==> config.mk <==
export PLATFORM = sky130hd
export DESIGN_NAME = ctrl_pipe
export DESIGN_NICKNAME = d
export VERILOG_FILES = /design/src/rtl/ctrl_pipe.sv
export SDC_FILE = /design/constraint.sdc
export NUM_CORES = 1
export LEC_CHECK = 0
export ABC_CLOCK_PERIOD_IN_PS = 2800
export CORE_MARGIN = 2
export CORE_UTILIZATION = 28
export CTS_CLUSTER_SIZE = 8
export DETAILED_ROUTE_END_ITERATION = 7
export GPL_TIMING_DRIVEN = 0
export MAX_ROUTING_LAYER = met4
export PLACE_DENSITY = 0.6
export SETUP_SLACK_MARGIN = 0.2
export SLEW_MARGIN = 20
export SYNTH_ARGS = -nofsm -noshare
export SYNTH_HDL_FRONTEND = slang
export SYNTH_SLANG_ARGS = --single-unit
==> constraint.sdc <==
create_clock -name clk -period 2.8 [get_ports clk]
set_input_delay 0.28 -clock clk [delete_from_list [all_inputs] [get_ports clk]]
set_output_delay 0.28 -clock clk [all_outputs]
set_load 0.005 [all_outputs]
==> src/rtl/ctrl_pipe.sv <==
// ---------------------------------------------------------------------------
// ctrl_pipe
//   Pipelined RV32 control decoder. Decodes opcode/funct3/funct7 in ID and
//   carries the control bundle through the ID/EX, EX/MEM and MEM/WB
//   registers. It also detects load-use hazards, inserts bubbles, flushes
//   ID/EX on a taken branch/jump, and freezes every stage on a global hold.
//
// Ports
//   clk, rst_n              clock (rising edge), async active-low reset
//   id_valid                IF/ID holds a real instruction
//   opcode/funct3/funct7    instruction fields in ID
//   rs1/rs2/rd              register addresses in ID
//   hold                    downstream busy, freezes all stages
//   flush                   branch/jump taken in EX, kills the ID instruction
//   id_stall                load-use stall request to PC and IF/ID
//   id_illegal              combinational, valid instruction with unknown opcode
//   ex_*                    EX stage control bundle
//   mem_*                   MEM stage control bundle
//   wb_*                    WB stage control bundle
// ---------------------------------------------------------------------------
module ctrl_pipe #(
  parameter int         ALU_CW    = 4,
  parameter int         REG_AW    = 5,
  parameter logic [6:0] OP_BRANCH = 7'b1001011,
  parameter logic [6:0] OP_JALR   = 7'b1001111,
  parameter bit         HAZARD_EN = 1'b1
) (
  input  logic              clk,
  input  logic              rst_n,
  input  logic              id_valid,
  input  logic [6:0]        opcode,
  input  logic [2:0]        funct3,
  input  logic [6:0]        funct7,
  input  logic [REG_AW-1:0] rs1,
  input  logic [REG_AW-1:0] rs2,
  input  logic [REG_AW-1:0] rd,
  input  logic              hold,
  input  logic              flush,
  output logic              id_stall,
  output logic              id_illegal,
  output logic              ex_valid,
  output logic [ALU_CW-1:0] ex_alu_ctrl,
  output logic              ex_alusrc,
  output logic              ex_branch,
  output logic              ex_jump,
  output logic [REG_AW-1:0] ex_rd,
  output logic              mem_valid,
  output logic              mem_read,
  output logic              mem_write,
  output logic [2:0]        mem_funct3,
  output logic              wb_valid,
  output logic              wb_regwrite,
  output logic              wb_memtoreg,
  output logic [REG_AW-1:0] wb_rd
);

  localparam logic [6:0] OP_R     = 7'b0110011;
  localparam logic [6:0] OP_IALU  = 7'b0010011;
  localparam logic [6:0] OP_LOAD  = 7'b0000011;
  localparam logic [6:0] OP_STORE = 7'b0100011;
  localparam logic [6:0] OP_JAL   = 7'b1101111;
  localparam logic [6:0] OP_AUIPC = 7'b0010111;
  localparam logic [6:0] OP_LUI   = 7'b0110111;

  localparam logic [ALU_CW-1:0] ALU_ADD   = ALU_CW'(0);
  localparam logic [ALU_CW-1:0] ALU_SUB   = ALU_CW'(1);
  localparam logic [ALU_CW-1:0] ALU_AND   = ALU_CW'(2);
  localparam logic [ALU_CW-1:0] ALU_OR    = ALU_CW'(3);
  localparam logic [ALU_CW-1:0] ALU_XOR   = ALU_CW'(4);
  localparam logic [ALU_CW-1:0] ALU_SLL   = ALU_CW'(5);
  localparam logic [ALU_CW-1:0] ALU_SRL   = ALU_CW'(6);
  localparam logic [ALU_CW-1:0] ALU_SRA   = ALU_CW'(7);
  localparam logic [ALU_CW-1:0] ALU_SLT   = ALU_CW'(8);
  localparam logic [ALU_CW-1:0] ALU_SLTU  = ALU_CW'(9);
  localparam logic [ALU_CW-1:0] ALU_PASSB = ALU_CW'(10);

  typedef struct packed {
    logic              valid;
    logic [ALU_CW-1:0] alu_ctrl;
    logic              alusrc;
    logic              branch;
    logic              jump;
    logic              mem_read;
    logic              mem_write;
    logic [2:0]        funct3;
    logic              reg_write;
    logic              mem_to_reg;
    logic [REG_AW-1:0] rd;
  } ex_ctrl_t;

  typedef struct packed {
    logic              valid;
    logic              mem_read;
    logic              mem_write;
    logic [2:0]        funct3;
    logic              reg_write;
    logic              mem_to_reg;
    logic [REG_AW-1:0] rd;
  } mem_ctrl_t;

  typedef struct packed {
    logic              valid;
    logic              reg_write;
    logic              mem_to_reg;
    logic [REG_AW-1:0] rd;
  } wb_ctrl_t;

  ex_ctrl_t  dec;
  ex_ctrl_t  ex_q;
  mem_ctrl_t mem_q;
  wb_ctrl_t  wb_q;
  logic      legal;
  logic      uses_rs1;
  logic      uses_rs2;
  logic      load_use;

  // Only funct7[5] carries meaning for this decoder.
  logic unused_funct7;
  assign unused_funct7 = ^{funct7[6], funct7[4:0]};

  // funct7[5] picks SUB only for register-register ops; SRA for both forms.
  function automatic logic [ALU_CW-1:0] alu_sel(input logic [2:0] f3,
                                                input logic       f7b5,
                                                input logic       is_r);
    logic [ALU_CW-1:0] code;
    case (f3)
      3'd0:    code = (is_r && f7b5) ? ALU_SUB : ALU_ADD;
      3'd1:    code = ALU_SLL;
      3'd2:    code = ALU_SLT;
      3'd3:    code = ALU_SLTU;
      3'd4:    code = ALU_XOR;
      3'd5:    code = f7b5 ? ALU_SRA : ALU_SRL;
      3'd6:    code = ALU_OR;
      default: code = ALU_AND;
    endcase
    return code;
  endfunction

  // ID-stage decode. Unknown opcodes and empty IF/ID slots become bubbles.
  always_comb begin
    dec      = '0;
    legal    = 1'b1;
    uses_rs1 = 1'b0;
    uses_rs2 = 1'b0;
    case (opcode)
      OP_R: begin
        dec.alu_ctrl  = alu_sel(funct3, funct7[5], 1'b1);
        dec.reg_write = 1'b1;
        uses_rs1      = 1'b1;
        uses_rs2      = 1'b1;
      end
      OP_IALU: begin
        dec.alu_ctrl  = alu_sel(funct3, funct7[5], 1'b0);
        dec.alusrc    = 1'b1;
        dec.reg_write = 1'b1;
        uses_rs1      = 1'b1;
      end
      OP_LOAD: begin
        dec.alusrc     = 1'b1;
        dec.mem_read   = 1'b1;
        dec.mem_to_reg = 1'b1;
        dec.reg_write  = 1'b1;
        dec.funct3     = funct3;
        uses_rs1       = 1'b1;
      end
      OP_STORE: begin
        dec.alusrc    = 1'b1;
        dec.mem_write = 1'b1;
        dec.funct3    = funct3;
        uses_rs1      = 1'b1;
        uses_rs2      = 1'b1;
      end
      OP_BRANCH: begin
        dec.branch   = 1'b1;
        dec.alu_ctrl = ALU_SUB;
        uses_rs1     = 1'b1;
        uses_rs2     = 1'b1;
      end
      OP_JALR: begin
        dec.jump      = 1'b1;
        dec.alusrc    = 1'b1;
        dec.reg_write = 1'b1;
        uses_rs1      = 1'b1;
      end
      OP_JAL: begin
        dec.jump      = 1'b1;
        dec.reg_write = 1'b1;
      end
      OP_AUIPC: begin
        dec.alusrc    = 1'b1;
        dec.reg_write = 1'b1;
        dec.alu_ctrl  = ALU_ADD;
      end
      OP_LUI: begin
        dec.alusrc    = 1'b1;
        dec.reg_write = 1'b1;
        dec.alu_ctrl  = ALU_PASSB;
      end
      default: legal = 1'b0;
    endcase

    // x0 is never written; loads still read memory so faults/side effects stay.
    if (rd == '0) begin
      dec.reg_write = 1'b0;
    end
    dec.rd    = rd;
    dec.valid = 1'b1;

    if (!(id_valid && legal)) begin
      dec      = '0;
      uses_rs1 = 1'b0;
      uses_rs2 = 1'b0;
    end
  end

  assign id_illegal = id_valid & ~legal;

  // A load in EX whose result a dependent ID instruction needs next cycle.
  assign load_use = ex_q.valid & ex_q.mem_read & (ex_q.rd != '0) &
                    (((ex_q.rd == rs1) & uses_rs1) | ((ex_q.rd == rs2) & uses_rs2));

  // Hold and flush both override the stall request.
  assign id_stall = HAZARD_EN & id_valid & load_use & ~flush & ~hold;

  // Pipeline registers. Hold freezes everything; flush or stall replaces the
  // ID instruction with a bubble while older stages keep moving.
  always_ff @(posedge clk or negedge rst_n) begin
    if (!rst_n) begin
      ex_q  <= '0;
      mem_q <= '0;
      wb_q  <= '0;
    end else if (!hold) begin
      ex_q <= (flush || id_stall) ? '0 : dec;

      mem_q.valid      <= ex_q.valid;
      mem_q.mem_read   <= ex_q.mem_read;
      mem_q.mem_write  <= ex_q.mem_write;
      mem_q.funct3     <= ex_q.funct3;
      mem_q.reg_write  <= ex_q.reg_write;
      mem_q.mem_to_reg <= ex_q.mem_to_reg;
      mem_q.rd         <= ex_q.rd;

      wb_q.valid      <= mem_q.valid;
      wb_q.reg_write  <= mem_q.reg_write;
      wb_q.mem_to_reg <= mem_q.mem_to_reg;
      wb_q.rd         <= mem_q.rd;
    end
  end

  assign ex_valid    = ex_q.valid;
  assign ex_alu_ctrl = ex_q.alu_ctrl;
  assign ex_alusrc   = ex_q.alusrc;
  assign ex_branch   = ex_q.branch;
  assign ex_jump     = ex_q.jump;
  assign ex_rd       = ex_q.rd;
  assign mem_valid   = mem_q.valid;
  assign mem_read    = mem_q.mem_read;
  assign mem_write   = mem_q.mem_write;
  assign mem_funct3  = mem_q.funct3;
  assign wb_valid    = wb_q.valid;
  assign wb_regwrite = wb_q.reg_write;
  assign wb_memtoreg = wb_q.mem_to_reg;
  assign wb_rd       = wb_q.rd;

endmodule

# Word-level counts from Yosys, hierarchy flattened

Cells that the tools add are included.

$lt $le $gt $ge: 0
Multiplexer cells: 20
Divide/modulo/power cells: 0
Multipliers: 0
Bitwise logic cells: 13
Shifts and indexed selects: 0
Reductions and logical operators: 12
$add $sub $neg: 0
Equality and inequality tests: 17

Operators with widths:

| operator                                             | count |
|---|---|
| case mux 4 bit (7 select lines)                      | 2 |
| 2-to-1 mux 20 bit                                    | 2 |
| equality test 7 x 6 -> 1 bit (second input constant) | 3 |
| equality test 7 bit (second input constant)          | 3 |
| case mux 4 bit (4 select lines)                      | 1 |
| equality test 7 x 5 -> 1 bit (second input constant) | 2 |
| 2-to-1 mux 1 bit                                     | 14 |
| OR reduction 6 bit                                   | 2 |
| equality test 5 bit                                  | 2 |
| AND 1 bit                                            | 9 |
| equality test 3 bit (second input constant)          | 3 |
| OR reduction 9 bit                                   | 1 |
| equality test 7 x 2 -> 1 bit (second input constant) | 1 |
| OR reduction 7 bit                                   | 1 |
| equality test 3 x 2 -> 1 bit (second input constant) | 2 |
| logical NOT 5 bit                                    | 1 |
| nonzero test 5 bit                                   | 1 |
| OR reduction 2 bit                                   | 2 |
| equality test 3 x 1 -> 1 bit (second input constant) | 1 |
| logical NOT 3 bit                                    | 1 |
| 2-to-1 mux 3 bit                                     | 1 |
| NOT 1 bit                                            | 3 |
| OR reduction 3 bit                                   | 1 |
| logical AND 1 bit                                    | 1 |
| other kinds (2)                                      | 2 |

Bits in writable memories: 0
Word-level logic and storage cells: 84
Bits in read-only memories: 0
Output and inout bits: 29
Memories: 0
Bits in latches: 0
Register bits: 41

# Logic depth before layout (Yosys ltp)

Depth in word-level cells: 13
Mapped depth: 7

# Worst setup path after synthesis

Ideal clock, no wire load.

Kind: in2out
Start point: in opcode[5]
End point: out id_stall
Data arrival time: 1.756 ns
Path slack: 0.764 ns
Required time: 2.520 ns
Cell stages on the path: 7
Path through: buf_2 > and4bb_1 > a21oi_1 > or4_1 > a21oi_2 > buf_4 > and2_1

Cells in the longest elaborated chain, start to end: 11
Elaborated cells between the ends (all ways): 25

RTL lines:

| element                                                    | line | RTL |
|---|---|---|
| start: declaration                                         | 31   | `input logic [6:0] opcode,` |
| equality test 7 x 6 -> 1 bit, or another cell as far along | 145  | `case (opcode)` |
| OR reduction 9 bit (no source line)                        | n/a  |  |
| 2-to-1 mux 1 bit                                           | 145  |  |
| logical AND 1 bit                                          | 209  | `if (!(id_valid && legal)) begin` |
| 2-to-1 mux 1 bit                                           | 209  |  |
| AND 1 bit                                                  | 220  | `(((ex_q.rd == rs1) & uses_rs1) \| ((ex_q.rd == rs2) & uses_rs2));` |
| bitwise OR 1 bit *                                         | 220  |  |
| AND 1 bit *                                                | 219  | `assign load_use = ex_q.valid & ex_q.mem_read & (ex_q.rd != '0) &` |
| AND 1 bit * (3 in a row)                                   | 223  | `assign id_stall = HAZARD_EN & id_valid & load_use & ~flush & ~hold;` |
| end: declaration                                           | 39   | `output logic id_stall,` |

Every way passes the cells marked *; elsewhere a longest branch is shown, timed or not.

# Worst setup path in the final report

Start point: reg ex_q (netlist bit ex_rd[2])
End point: reg ex_q (netlist bit ex_valid)

Cells in the longest elaborated chain, start to end: 9
Elaborated cells between the ends (all ways): 13

RTL lines:

| element                  | line | RTL |
|---|---|---|
| start: declaration       | 109  | `ex_ctrl_t ex_q;` |
| start signal: assignment | 233  | `ex_q <= (flush \|\| id_stall) ? '0 : dec;` |
| equality test 5 bit      | 220  |  |
| AND 1 bit                | 220  |  |
| bitwise OR 1 bit         | 220  |  |
| AND 1 bit *              | 219  |  |
| AND 1 bit * (3 in a row) | 223  |  |
| logical OR 1 bit *       | 233  |  |
| 2-to-1 mux 20 bit *      | 233  |  |

Marked as above.
A chain may end at the register's enable or synchronous reset.

==> run_results.csv <==
group,metric,value,unit
routing,totalWireLength,5151,µm
clock_network,clk_pin_slew_worst_paths,0.08,ns
synth,yosys_warnings,0,
placement,gp_congestion,0.8490,
sta,period_needed,2.636,ns
worst_setup_path,critPathMaxFanout,5,
finish,drive_gt1_frac,0.3297,
routing,antenna_left,0,
synth,yosys.cell_types.count,38,
power_and_ir_drop,power.density,341.7,mW/mm²
power_and_ir_drop,vdd_ir_drop_max,0.0001479,V
placement,post-place-ws,-0.2675,ns
placement,placed_cell_area,0.002665,mm²
floorplan,core,0.006794,mm²
synth,synthSimpleGateAreaFrac,0.1622,
worst_setup_path,reg2reg_from,"ex_rd[2]",
synth,netlist_instances,191,
floorplan,fp-row-count,30,
finish,final_util,0.4527,
worst_setup_path,cp_common_cell,"buf_6",
worst_setup_path,cp.arrival,2.85,ns
synth,synth_top_family_by_area,"simple AND/OR/NAND/NOR gates",
worst_setup_path,r2r_slack,0.16,ns
global_route,grt-ovfl-total,0,
power_and_ir_drop,leakage,0.001379,µW
sta,final-setup-viol-count,0,
finish,area_growth,56.96,%
worst_setup_path,cp.required,3.01,ns
worst_setup_path,start_kind,"flop",
routing,drtIter0Drc,54,
floorplan,io_pins,66,
worst_setup_path,startpoint,"ex_rd[2]",
clock_network,insertion_delay,0.29,ns
synth,synth.most_common_cell,"dfrtp_1",
synth,synth_top_area_share,0.4981,
floorplan,dieHeight,87.65,µm
run_status,status,"completed",
sta,clock.fmax,0.3793,GHz
sta,fin_skew,0.008578,ns
finish,design_area,0.003075,mm²
routing,dr_total_vias,1703,
worst_setup_path,worstPathCellList,"buf_6 -> or4_4 -> o211ai_1 -> a21oi_4 -> buf_6 -> buf_6 -> buf_6 -> buf_6 -> buf_6 -> buf_6 -> buf_6 -> buf_6 -> clkbuf_16 -> o21ai_2",
synth,synth_edf_count,0,
synth,syn_area_per_cell,10.26,µm²
worst_setup_path,slowest_delay,0.51,ns
synth,ys_seq_elements,39,
clock_network,cts_made_buffers,5,
clock_network,htreeDepth,2,
flow_run,maxCapViolCount,0,
synth,yosys-top-cells-count,"39 x dfrtp_1, 32 x nand2_1, 20 x mux2_2",
min_path,hold_class,"input pin to flop",
synth,synth_top_area_cell,"dfrtp_1",
sta,rsz0062_at_grt,"yes",
sta,hold_viol,0,
synth,async_flop_share,1.000,
global_route,grt_pass1_wl,8073,µm
synth,synth-compound-area-share,0.1079,
routing,wire_per_inst,13.74,µm
sta,worstMarginPinSlew,0.5819,ns
synth,synth.area.top_cells,"dfrtp_1 50%, mux2_2 11%, nand2_1 6.1%",
sta,slew_headroom,0.6121,
global_route,antenna_found_initial,0,
clock_network,cts_sinks,39,
clock_network,tritoncts,"done",
clock_network,cts_root_buffer,"clkbuf_8",
floorplan,fp.dieW,87.65,µm
routing,drt_pass1_iterations,4,
floorplan,dieArea,0.007683,mm²
sta,finalCritPeriodShare,0.9416,
synth,synthXorXnorAreaFrac,0.04470,
min_path,hp-start,"opcode[5]",
floorplan,start_util,0.2884,
routing,drcViolationCount,0,
clock_network,cts_buffer_depth,2,
finish,final_nets,317,
finish,antenna_cells,0,
placement,numPortBuffers,57,
synth,seq_area_frac_synth,0.4981,
synth,yosys.area_share.adder,0,
placement,hpwl,3554,µm
sta,layout_setup_ws,0.1636,ns
synth,syn-num-nets,228,
routing,via_per_inst,4.541,
worst_setup_path,crit_type,"flop to flop",
global_route,grt_max_degree,30,
global_route,grt.total_usage,0.1427,
worst_setup_path,crit_path_end_kind,"flop",
sta,slew_viol_final,0,
synth,synth-main-ff-cell,"dfrtp_1",
synth,netlist_area,0.001959,mm²
worst_setup_path,slowest_stage,"or4_4",
synth,synthMuxAreaShare,0.1149,
global_route,first_global_vias,1642,
## worst max-delay path, delay by kind of cell (launching register included)
| family | cells | cell delay (ns) |
|---|---|---|
| buf+inv | 10 | 1.12 |
| compound gates | 3 | 0.50 |
| flops | 1 | 0.42 |
| simple gates | 1 | 0.51 |
## flip-flops by register name, summed over array words and instances, names as in the netlist
name	count
wb_memtoreg	1
ex_alusrc	1
ex_branch	1
mem_q	6
ex_jump	1
mem_valid	1
mem_write	1
ex_alu_ctrl	4
mem_read	1
ex_valid	1
wb_rd	5
ex_q	6
wb_valid	1
mem_funct3	3
ex_rd	5
wb_regwrite	1
## cell type report
type	count	area, µm²
plain buffers	21	150.1
fillers	670	3719
flip-flops and latches	39	980.9
well taps	96	120.1
inverters	2	7.507
repair buffers	82	814.5
clock buffers	6	72.57
multi-input cells	129	929.6
## placed cells by master (no fill, tap or decap), drive strengths merged
cell            n
a21boi          1
a21oi           4
a22oi           1
a31oi           1
and2            1
and3            1
and3b           1
and4bb          1
buf            42
clkbuf         11
clkdlybuf4s50  52
dfrtp          39
dlygate4sd2     3
dlygate4sd3     1
inv             2
mux2           20
nand2          32
nand2b          3
nand3           6
nand3b          1
nand4           1
nor2            8
nor2b           1
nor3            2
nor3b           2
nor4            1
o211ai          4
o21ai          17
o221ai          1
o31a            1
o31ai           1
o41ai           3
or2             1
or4             3
xnor2           4
xor2            6
## power by group
part / internal [µW] / switching (µW) / leakage [µW] / total [µW]
registers: 566 / 2.13 / 0.000538 / 568
logic: 70.4 / 61.9 / 0.000804 / 132
clock network: 166 / 184 / 0.0000371 / 350
## metrics by stage
stage	total power (µW)	setup TNS, ns	hold WS [ns]	std cells
finish	1051	0	0.3699	375
global route	1104	0	0.3882	375
CTS	1051	0	0.3592	370
detailed placement	703.0	-0.2675	0.1796	345
global placement	699.1	-0.2513	0.4704	344
floorplan	625.0	0	-0.01559	191
## worst paths after layout
kind | end | cells after the start
setup / recovery | ex_valid | 14
max in group asynchronous | ex_rd[4] | 3
hold / removal | ex_q[10] | 3
hold reg to reg | ex_q[8] | 2
min in group asynchronous | mem_q[1] | 2
setup reg to reg | ex_valid | 14
## logic make-up (layout without fill, tap and decap cells)
| logic type | Yosys count | after routing |
|---|---|---|
| AO/OA/AOI/OAI | 34 | 34 |
| AND/OR/NAND/NOR | 65 | 65 |
| flip-flops | 39 | 39 |
| buffers and inverters | 23 | 111 |
| XOR/XNOR | 10 | 10 |
| multiplexers | 20 | 20 |
## per-layer routing
| layer | GRT usage | share of wire | up-vias |
|---|---|---|---|
| met4 | 0.04895 | 0.028 | 0 |
| li1 | - | - | 828 |
| met5 | - | 0 | - |
| met2 | 0.2183 | 0.45 | 53 |
| met3 | 0.04147 | 0.048 | 14 |
| met1 | 0.1808 | 0.47 | 808 |
## timing repair
action	in CTS	in global routing
gates cloned	0	1
hold buffers	1	0
endpoints found under the setup margin	1	11
endpoints found under the hold margin	10	0
setup buffers	18	4
pin swaps	3	15
resized for setup	15	30
(Power assumes the default switching activity.)
